**src/rtl/audio_mixer_tdm.sv**
```systemverilog
// audio_mixer_tdm: time-multiplexed N-channel audio mixer.
// Each offset-binary input code is re-centred, scaled by a per-channel gain
// (or muted), summed one channel per cycle through a single MAC, then shifted
// and saturated to a signed output sample once per accepted sample strobe.
//
// Ports:
//   clk, reset   clock, asynchronous active-high reset
//   ce_sample    one-cycle sample strobe (accepted only when idle)
//   in_data      CHANNELS packed input codes, channel k at [k*IN_W +: IN_W]
//   cfg_we       gain/mute write enable (cfg_ch, cfg_gain, cfg_mute)
//   clear_flags  clears sticky clip/overrun (a same-cycle set wins)
//   out_sample   signed mixed sample, held between updates
//   out_valid    one-cycle pulse when out_sample updates
//   busy         high while a sample is being mixed
//   clip         sticky: an output saturated
//   overrun      sticky: a ce_sample arrived while busy and was dropped
module audio_mixer_tdm #(
    parameter int unsigned CHANNELS     = 4,
    parameter int unsigned IN_W         = 8,
    parameter int unsigned GAIN_W       = 4,
    parameter int unsigned OUT_W        = 16,
    parameter int unsigned DEFAULT_GAIN = 2 ** (GAIN_W - 1)
) (
    input  logic                                              clk,
    input  logic                                              reset,
    input  logic                                              ce_sample,
    input  logic [CHANNELS*IN_W-1:0]                          in_data,
    input  logic                                              cfg_we,
    input  logic [((CHANNELS > 1) ? $clog2(CHANNELS) : 1)-1:0] cfg_ch,
    input  logic [GAIN_W-1:0]                                 cfg_gain,
    input  logic                                              cfg_mute,
    input  logic                                              clear_flags,
    output logic [OUT_W-1:0]                                  out_sample,
    output logic                                              out_valid,
    output logic                                              busy,
    output logic                                              clip,
    output logic                                              overrun
);

    localparam int unsigned CH_W   = (CHANNELS > 1) ? $clog2(CHANNELS) : 1;
    localparam int unsigned PROD_W = IN_W + GAIN_W + 1;
    localparam int unsigned ACC_W  = PROD_W + $clog2(CHANNELS);
    localparam int unsigned SHIFT  = OUT_W + 1 - IN_W - GAIN_W;
    localparam int unsigned SH_W   = ACC_W + SHIFT;

    // Reject parameter sets the datapath cannot represent.
    if (OUT_W + 1 < IN_W + GAIN_W) begin : g_bad_out_w
        $error("audio_mixer_tdm: OUT_W must be >= IN_W+GAIN_W-1");
    end
    if (CHANNELS < 2) begin : g_bad_channels
        $error("audio_mixer_tdm: CHANNELS must be >= 2");
    end

    typedef enum logic [1:0] {
        IDLE   = 2'd0,
        ACCUM  = 2'd1,
        OUTPUT = 2'd2
    } state_t;

    state_t state, state_d;

    // Live configuration and per-sample shadow copies.
    logic [GAIN_W-1:0] gain_live [CHANNELS];
    logic              mute_live [CHANNELS];
    logic [GAIN_W-1:0] gain_shd  [CHANNELS];
    logic              mute_shd  [CHANNELS];
    logic [IN_W-1:0]   in_shd    [CHANNELS];

    logic signed [ACC_W-1:0]  acc;
    logic [CH_W-1:0]          cnt;

    logic                     snap;
    logic                     acc_en;
    logic                     out_load;
    logic                     busy_d;
    logic                     clip_d;
    logic                     ovr_d;
    logic                     cfg_ok;

    logic signed [IN_W-1:0]   s_cur;
    logic signed [PROD_W-1:0] term;
    logic signed [SH_W-1:0]   shifted;
    logic [SH_W-OUT_W:0]      upper;
    logic                     sat;
    logic [OUT_W-1:0]         sat_value;

    assign cfg_ok = cfg_we && (32'(cfg_ch) < CHANNELS);

    // State register.
    always_ff @(posedge clk or posedge reset) begin
        if (reset) begin
            state <= IDLE;
        end else begin
            state <= state_d;
        end
    end

    // Next-state logic.
    always_comb begin
        state_d = state;
        unique case (state)
            IDLE:    if (ce_sample) state_d = ACCUM;
            ACCUM:   if (cnt == CH_W'(CHANNELS - 1)) state_d = OUTPUT;
            OUTPUT:  state_d = IDLE;
            default: state_d = IDLE;
        endcase
    end

    // FSM-derived controls and next values of the registered outputs.
    always_comb begin
        snap     = (state == IDLE) && ce_sample;
        acc_en   = (state == ACCUM);
        out_load = (state == OUTPUT);
        busy_d   = (state_d != IDLE);
        // Sticky flags: a set in the same cycle as clear_flags wins.
        clip_d   = (out_load && sat) || (clip && !clear_flags);
        ovr_d    = (ce_sample && (state != IDLE)) || (overrun && !clear_flags);
    end

    // MAC term for the current channel and the saturating output stage.
    always_comb begin
        // Flipping the MSB of an offset-binary code gives code - 2^(IN_W-1).
        s_cur   = $signed({~in_shd[cnt][IN_W-1], in_shd[cnt][IN_W-2:0]});
        term    = mute_shd[cnt] ? '0
                : PROD_W'(s_cur) * PROD_W'($signed({1'b0, gain_shd[cnt]}));
        shifted = SH_W'(acc) <<< SHIFT;
        // Result fits OUT_W only if every bit above the output sign matches it.
        upper   = shifted[SH_W-1:OUT_W-1];
        sat     = !((&upper) || !(|upper));
        if (!sat) begin
            sat_value = shifted[OUT_W-1:0];
        end else if (shifted[SH_W-1]) begin
            sat_value = {1'b1, {(OUT_W - 1){1'b0}}};
        end else begin
            sat_value = {1'b0, {(OUT_W - 1){1'b1}}};
        end
    end

    // Configuration, snapshot, accumulator and output registers.
    always_ff @(posedge clk or posedge reset) begin
        if (reset) begin
            for (int unsigned k = 0; k < CHANNELS; k++) begin
                gain_live[k] <= GAIN_W'(DEFAULT_GAIN);
                mute_live[k] <= 1'b0;
                gain_shd[k]  <= GAIN_W'(DEFAULT_GAIN);
                mute_shd[k]  <= 1'b0;
                in_shd[k]    <= '0;
            end
            acc        <= '0;
            cnt        <= '0;
            out_sample <= '0;
            out_valid  <= 1'b0;
            busy       <= 1'b0;
            clip       <= 1'b0;
            overrun    <= 1'b0;
        end else begin
            if (cfg_ok) begin
                gain_live[cfg_ch] <= cfg_gain;
                mute_live[cfg_ch] <= cfg_mute;
            end
            // Shadows take the pre-write live values when cfg_we coincides.
            if (snap) begin
                for (int unsigned k = 0; k < CHANNELS; k++) begin
                    gain_shd[k] <= gain_live[k];
                    mute_shd[k] <= mute_live[k];
                    in_shd[k]   <= in_data[k*IN_W +: IN_W];
                end
                acc <= '0;
                cnt <= '0;
            end else if (acc_en) begin
                acc <= acc + ACC_W'(term);
                cnt <= cnt + CH_W'(1);
            end
            if (out_load) begin
                out_sample <= sat_value;
            end
            out_valid <= out_load;
            busy      <= busy_d;
            clip      <= clip_d;
            overrun   <= ovr_d;
        end
    end

endmodule
```
**config.mk**
```make
export PLATFORM = sky130hd
export DESIGN_NAME = audio_mixer_tdm
export DESIGN_NICKNAME = d
export VERILOG_FILES = /design/src/rtl/audio_mixer_tdm.sv
export SDC_FILE = /design/constraint.sdc
export NUM_CORES = 1
export LEC_CHECK = 0
export CORE_MARGIN = 10
export CORE_UTILIZATION = 30
export DETAILED_ROUTE_END_ITERATION = 16
export GPL_ROUTABILITY_DRIVEN = 1
export SLEW_MARGIN = 40
export SYNTH_ARGS = -nofsm -noshare
export SYNTH_HDL_FRONTEND = slang
export SYNTH_SLANG_ARGS = --single-unit
```
**constraint.sdc**
```tcl
create_clock -name clk -period 16.83 [get_ports clk]
set_input_delay 3.366 -clock clk [delete_from_list [all_inputs] [get_ports clk]]
set_output_delay 3.366 -clock clk [all_outputs]
set_load 0.03 [all_outputs]
```
==> results of run 1 <==
[sequential cells by signal, indices dropped and copies added (netlist names)]
register    cells
out_valid       1
gain_shd       16
clip            1
out_sample     12
gain_live      16
acc            15
busy            1
state           2
cnt             2
in_shd         32
mute_shd        4
overrun         1
mute_live       4
[worst max-delay path, stage by stage, from the launching register on]
cell and delay [ns]:
dfrtp_2 0.70, mux4_1 0.75, and2_1 0.20, ha_1 0.27
inv_1 0.05, fa_1 0.50, fa_1 0.54, inv_1 0.04
ha_1 0.35, a21oi_1 0.23, o21bai_1 0.11, a2111oi_0 0.46
nor3_1 0.15, xnor2_1 0.15, nor2_1 0.06, ha_1 0.37
a21o_1 0.23, nor3_1 0.19, nor2b_1 0.17, o21ai_0 0.13
a41oi_1 0.27, xnor2_1 0.11, a22oi_1 0.15, o31ai_1 0.09
[metrics by stage]
stage | worst slack (ns) | util, %
after CTS | 10.39 | 36.66
after global placement | 10.29 | 35.02
after floorplan | 10.66 | -
after global routing | 9.956 | 36.66
final | 10.42 | 36.66
after detailed placement | 10.43 | 35.19
[placed cells by master, fill, tap and decap left out, types with 8 or more instances in the layout]
cell	Yosys	layout
dfrtp_1	99	98
mux2_2	72	72
clkdlybuf4s50_1	0	63
inv_1	49	48
nand2_1	42	42
ha_1	39	39
nand3_1	25	25
and2_1	23	23
fa_1	18	18
a21oi_1	16	16
nor2_1	15	15
o21ai_0	16	15
xor2_1	12	12
mux4_2	11	11
xnor2_1	10	10
o22ai_1	9	9
a21o_1	9	9
clkbuf_16	0	9
dfstp_2	8	8
[layout make-up]
class	count	share of cell area [%]
clock buffers	14	3.537
clock inverters	2	0.4693
multi-input cells	365	43.93
flip-flops and latches	107	36.02
repair buffers	67	9.018
well taps	270	4.526
inverters	49	2.497
[worst paths after layout]
path	from	endpoint	depth (start not counted)
max	cnt[0]	acc[14]	23
min	out_sample[15]	out_sample[15]	2
max reg2reg	cnt[0]	acc[14]	23
min reg2reg	out_sample[15]	out_sample[15]	2
max in group asynchronous	reset	gain_live[7]	4
min in group asynchronous	reset	acc[10]	2
[logic make-up after synthesis]
| group | after synthesis | share of synthesized area (%) |
|---|---|---|
| DFF | 107 | 43.00 |
| xor gates and xnor gates | 23 | 3.343 |
| AOI/OAI and AO/OA | 70 | 7.227 |
| muxes | 85 | 17.78 |
| and+or+nand+nor | 130 | 10.39 |
| adders and majority gates | 57 | 13.57 |
| buffers and inverters | 72 | 4.685 |
[layer usage]
metal	global-route usage (%)	vias to the layer above	share of wire [%]
met5	0	-	0
met4	4.021	0	1.9
met3	2.103	23	3.3
met2	17.24	63	51
met1	11.77	2080	43
li1	-	1991	-
==> impl_metrics.yaml, run 1 <==
run_status:
  status: "completed"
placed_design:
  io_buffers: 63
  place_area_mm2: 0.007166
  place_inst: 858
  dp_hpwl_mm: 10.03
  gp_congestion: 0.8282
sta:
  report.final.setup_viol: 0
  hold_viol: 0
  worst_pin_slew_ns: 0.8132
  max_freq_mhz: 156.0
  maxSlewHeadroom_pct: 45.78
  fin_tns_setup_ns: 0
  whs_ns: 0.4795
  rsz0062_at_grt: "no"
  finalMaxSlewViolations: 0
  min_period_ns: 6.409
  fin_skew_ns: 0.01023
  fin_crit_sh_pct: 38.08
floorplan:
  start_util_pct: 30.69
  dieWidth_um: 164.3
  core_area_mm2: 0.02036
  die-height_um: 164.3
  rows: 52
  io_pins: 64
  dieArea_mm2: 0.02701
setup_path:
  worstPathRequired_ns: 17.06
  worst-setup-path-type: "reg -> reg"
  r2r_setup_slack_ns: 10.42
  critical_path_arrival_ns: 6.64
  cp_max_fo: 16
  crit_path_start_kind: "flip-flop"
  end_kind: "flip-flop"
routing:
  firstDrtPassIters: 6
  drt-initial-drc-count: 182
  vias: 4157
  ant_nets: 0
  wl_mm: 13.00
  vias_per_cell: 4.756
  drt-wirelength-per-cell_um: 14.87
  drc: 0
synth:
  ys.flop_type: "dfrtp_1"
  synth.most_common_cell: "dfrtp_1"
  synth_area_leaders: "dfrtp_1, mux2_2, ha_1"
  ys_top_cells_by_count: "dfrtp_1, mux2_2, inv_1"
  synth_edf_count: 0
  syn_area_mm2: 0.006250
  ys_seq_area_share_pct: 43.00
  syn_area_per_cell_um2: 11.49
  syn_nets: 645
  synthCells: 544
  ys_warn_count: 0
  synth_top_area_share_pct: 39.64
  synth.distinct_cells: 44
  async_flop_share_pct: 100.0
  synth_largest_area_cell: "dfrtp_1"
  ys_seq_elements: 107
clock_tree:
  clkSlewWorstSetupHoldPaths_ns: 0.07
  cts_root_buffer: "clkbuf_16"
  clk-insertion-delay-late_ns: 0.35
  htree_levels: 3
  ctsHoldBuffers: 0
  cts_buffers: 9
  cts_resized: 0
  ctsLongestPathBuffers: 2
  postCtsSetupBuffers: 0
  cts_tree: "yes"
  clock_sinks: 107
cells_and_area:
  multiInputGateArea_mm2: 0.003279
  register_area_mm2: 0.002689
  syn_to_final_growth_pct: 19.44
  finalNonFillerCells: 874
  fin_area_mm2: 0.007465
  fill_cells: 1968
  n_antenna_cell: 0
  final_nets: 700
  drive_above_1_share_pct: 19.37
grt:
  grt_pass1_wl_mm: 21.92
  grt_max_degree: 66
  antenna_found_initial: 0
  grt_overflow_total: 0
  grt_pass1_vias: 4477
  grt_use_total_pct: 9.965
job:
  cap_viol_max_count: 0
worst_hold_path:
  hold_class: "reg -> reg"
Power of run 1 is left out: the tool's default activity adds up to more than one toggle a clock period on the data nets, which glitch-free logic cannot reach.
==> run 2: changes to the inputs <==
- clock period: 16.83 -> 5.32 ns (I/O delays scaled with it)
==> impl_metrics.yaml, run 2 (synthesis gave the netlist of run 1 again) <==
cells_and_area:
  reg_top3: "in_shd: 32 flops, gain_live: 16 flops, gain_shd: 16 flops"
  n_antenna_cell: 0
  layout_common_cells: "dfrtp_1, mux2_2, clkdlybuf4s50_1"
  largest_reg_flops: 32
  fin_util_pct: 40.25
  syn_to_final_growth_pct: 31.15
  largest_register: "in_shd"
  final_common_cell: "dfrtp_1"
  drive_above_1_share_pct: 33.13
  final_nets: 751
  finalNonFillerCells: 925
floorplan:
  dieArea_mm2: 0.02701
  io_pins: 64
  core_area_mm2: 0.02036
  die-height_um: 164.3
  start_util_pct: 30.69
  rows: 52
  dieWidth_um: 164.3
setup_path:
  slowest_stage: "mux4_2"
  slowest_delay_ns: 0.54
  path_buf_inv: 3
  worstPathRequired_ns: 5.54
  reg2reg_from: "cnt[0]"
  critical_path_arrival_ns: 5.52
  crit_path_frequent_cell: "ha_4"
  cp_max_fo: 7
  crit_path_start_kind: "flip-flop"
  crit_family: "compound AO/OA/AOI/OAI gates"
  cp-startpoint: "cnt[0]"
  worst-setup-path-type: "reg -> reg"
  end_kind: "flip-flop"
routing:
  vias_per_cell: 4.771
  drc: 0
  vias: 4413
  firstDrtPassIters: 4
  drt-wirelength-per-cell_um: 15.56
  wl_mm: 14.39
  ant_nets: 0
  drt-initial-drc-count: 133
job:
  cap_viol_max_count: 0
clock_tree:
  htree_levels: 3
  clkSlewWorstSetupHoldPaths_ns: 0.08
  clk-insertion-delay-late_ns: 0.36
  cts_tree: "yes"
  cts_buffers: 9
  ctsLongestPathBuffers: 2
  clock_sinks: 107
  cts_root_buffer: "clkbuf_16"
sta:
  fin_ws_ns: 0.02532
  hold_viol: 0
  maxSlewHeadroom_pct: 49.58
  min_period_ns: 5.295
  worst_pin_slew_ns: 0.7512
  finalMaxSlewViolations: 0
  fin_skew_ns: 0.008786
  max_freq_mhz: 188.9
  report.final.setup_viol: 0
  rsz0062_at_grt: "yes"
  fin_crit_sh_pct: 99.52
grt:
  grt_pass1_wl_mm: 24.02
  grt_overflow_total: 0
  grt_use_total_pct: 10.95
  antenna_found_initial: 0
  grt_max_degree: 87
  grt_pass1_vias: 4875
worst_hold_path:
  hold_class: "reg -> reg"
  min-delay-start: "out_sample[15]"
placed_design:
  place_inst: 896
  dp_hpwl_mm: 10.77
  place_ws_ns: -0.2128
  io_buffers: 63
  gp_congestion: 0.8835
run_status:
  status: "completed"
-- run 2: final timing paths --
path	depth (start not counted)	endpoint	slack, ns
worst min register to register	2	out_sample[15]	0.49
max in group asynchronous	3	in_shd[10]	3.38
worst min-delay path	2	out_sample[15]	0.49
worst max-delay path	25	acc[14]	0.03
min in group asynchronous	2	out_sample[6]	1.19
worst max register to register	25	acc[14]	0.03
-- run 2: stage by stage --
step | setup TNS (ns) | hold WS, ns | cell area (um^2)
floorplan | 0 | 0.4720 | 6325
global placement | -0.1034 | 0.4701 | 7497
detailed placement | -0.3147 | 0.4784 | 7507
CTS | 0 | 0.4961 | 8041
global route | -0.4096 | 0.5136 | 8197
finish | 0 | 0.4916 | 8197
-- run 2: per-layer routing --
metal	share of wire [%]	global-route usage (%)	routed length, um	vias up
li1	-	-	-	2089
met1	42	12.21	5974	2235
met2	53	19.98	7662	67
met3	3.6	2.528	522	22
met4	1.6	3.656	232	0
met5	0	0	0	-
-- run 2: final cells by class --
class / count / area, um^2
fill: 1924 / 12170
multi-input combinational: 365 / 3577
sequential: 107 / 2688
timing repair buffer: 118 / 1067
tap: 270 / 337.8
clock buffer: 10 / 239.0
inverter: 49 / 191.4
clock inverter: 6 / 96.34
-- run 2: timing repair --
| action | CTS | global route |
|---|---|---|
| pin swaps | 24 | 14 |
| setup endpoints to repair | 4 | 6 |
| hold buffers | 0 | 0 |
| gates resized for setup | 23 | 24 |
| hold endpoints to repair | 0 | 0 |
| setup buffers | 11 | 2 |
-- run 2: worst min-delay path: cells and delay by family (launching register included) --
family / cells / cell delay (ns)
flops: 1 / 0.35
simple gates: 1 / 0.05
compound gates: 1 / 0.06
Power of run 2 is left out for the same reason.
==> run 3: changes to the inputs <==
--- a/constraint.sdc
+++ b/constraint.sdc
@@ -3,2 +3,2 @@
 set_output_delay 1.064 -clock clk [all_outputs]
-set_load 0.03 [all_outputs]
+set_load 0.05 [all_outputs]
==> results of run 3 <==
Same layout as run 2: the final DEF is identical, and so are final timing and power.
Power of run 3 is left out for the same reason.
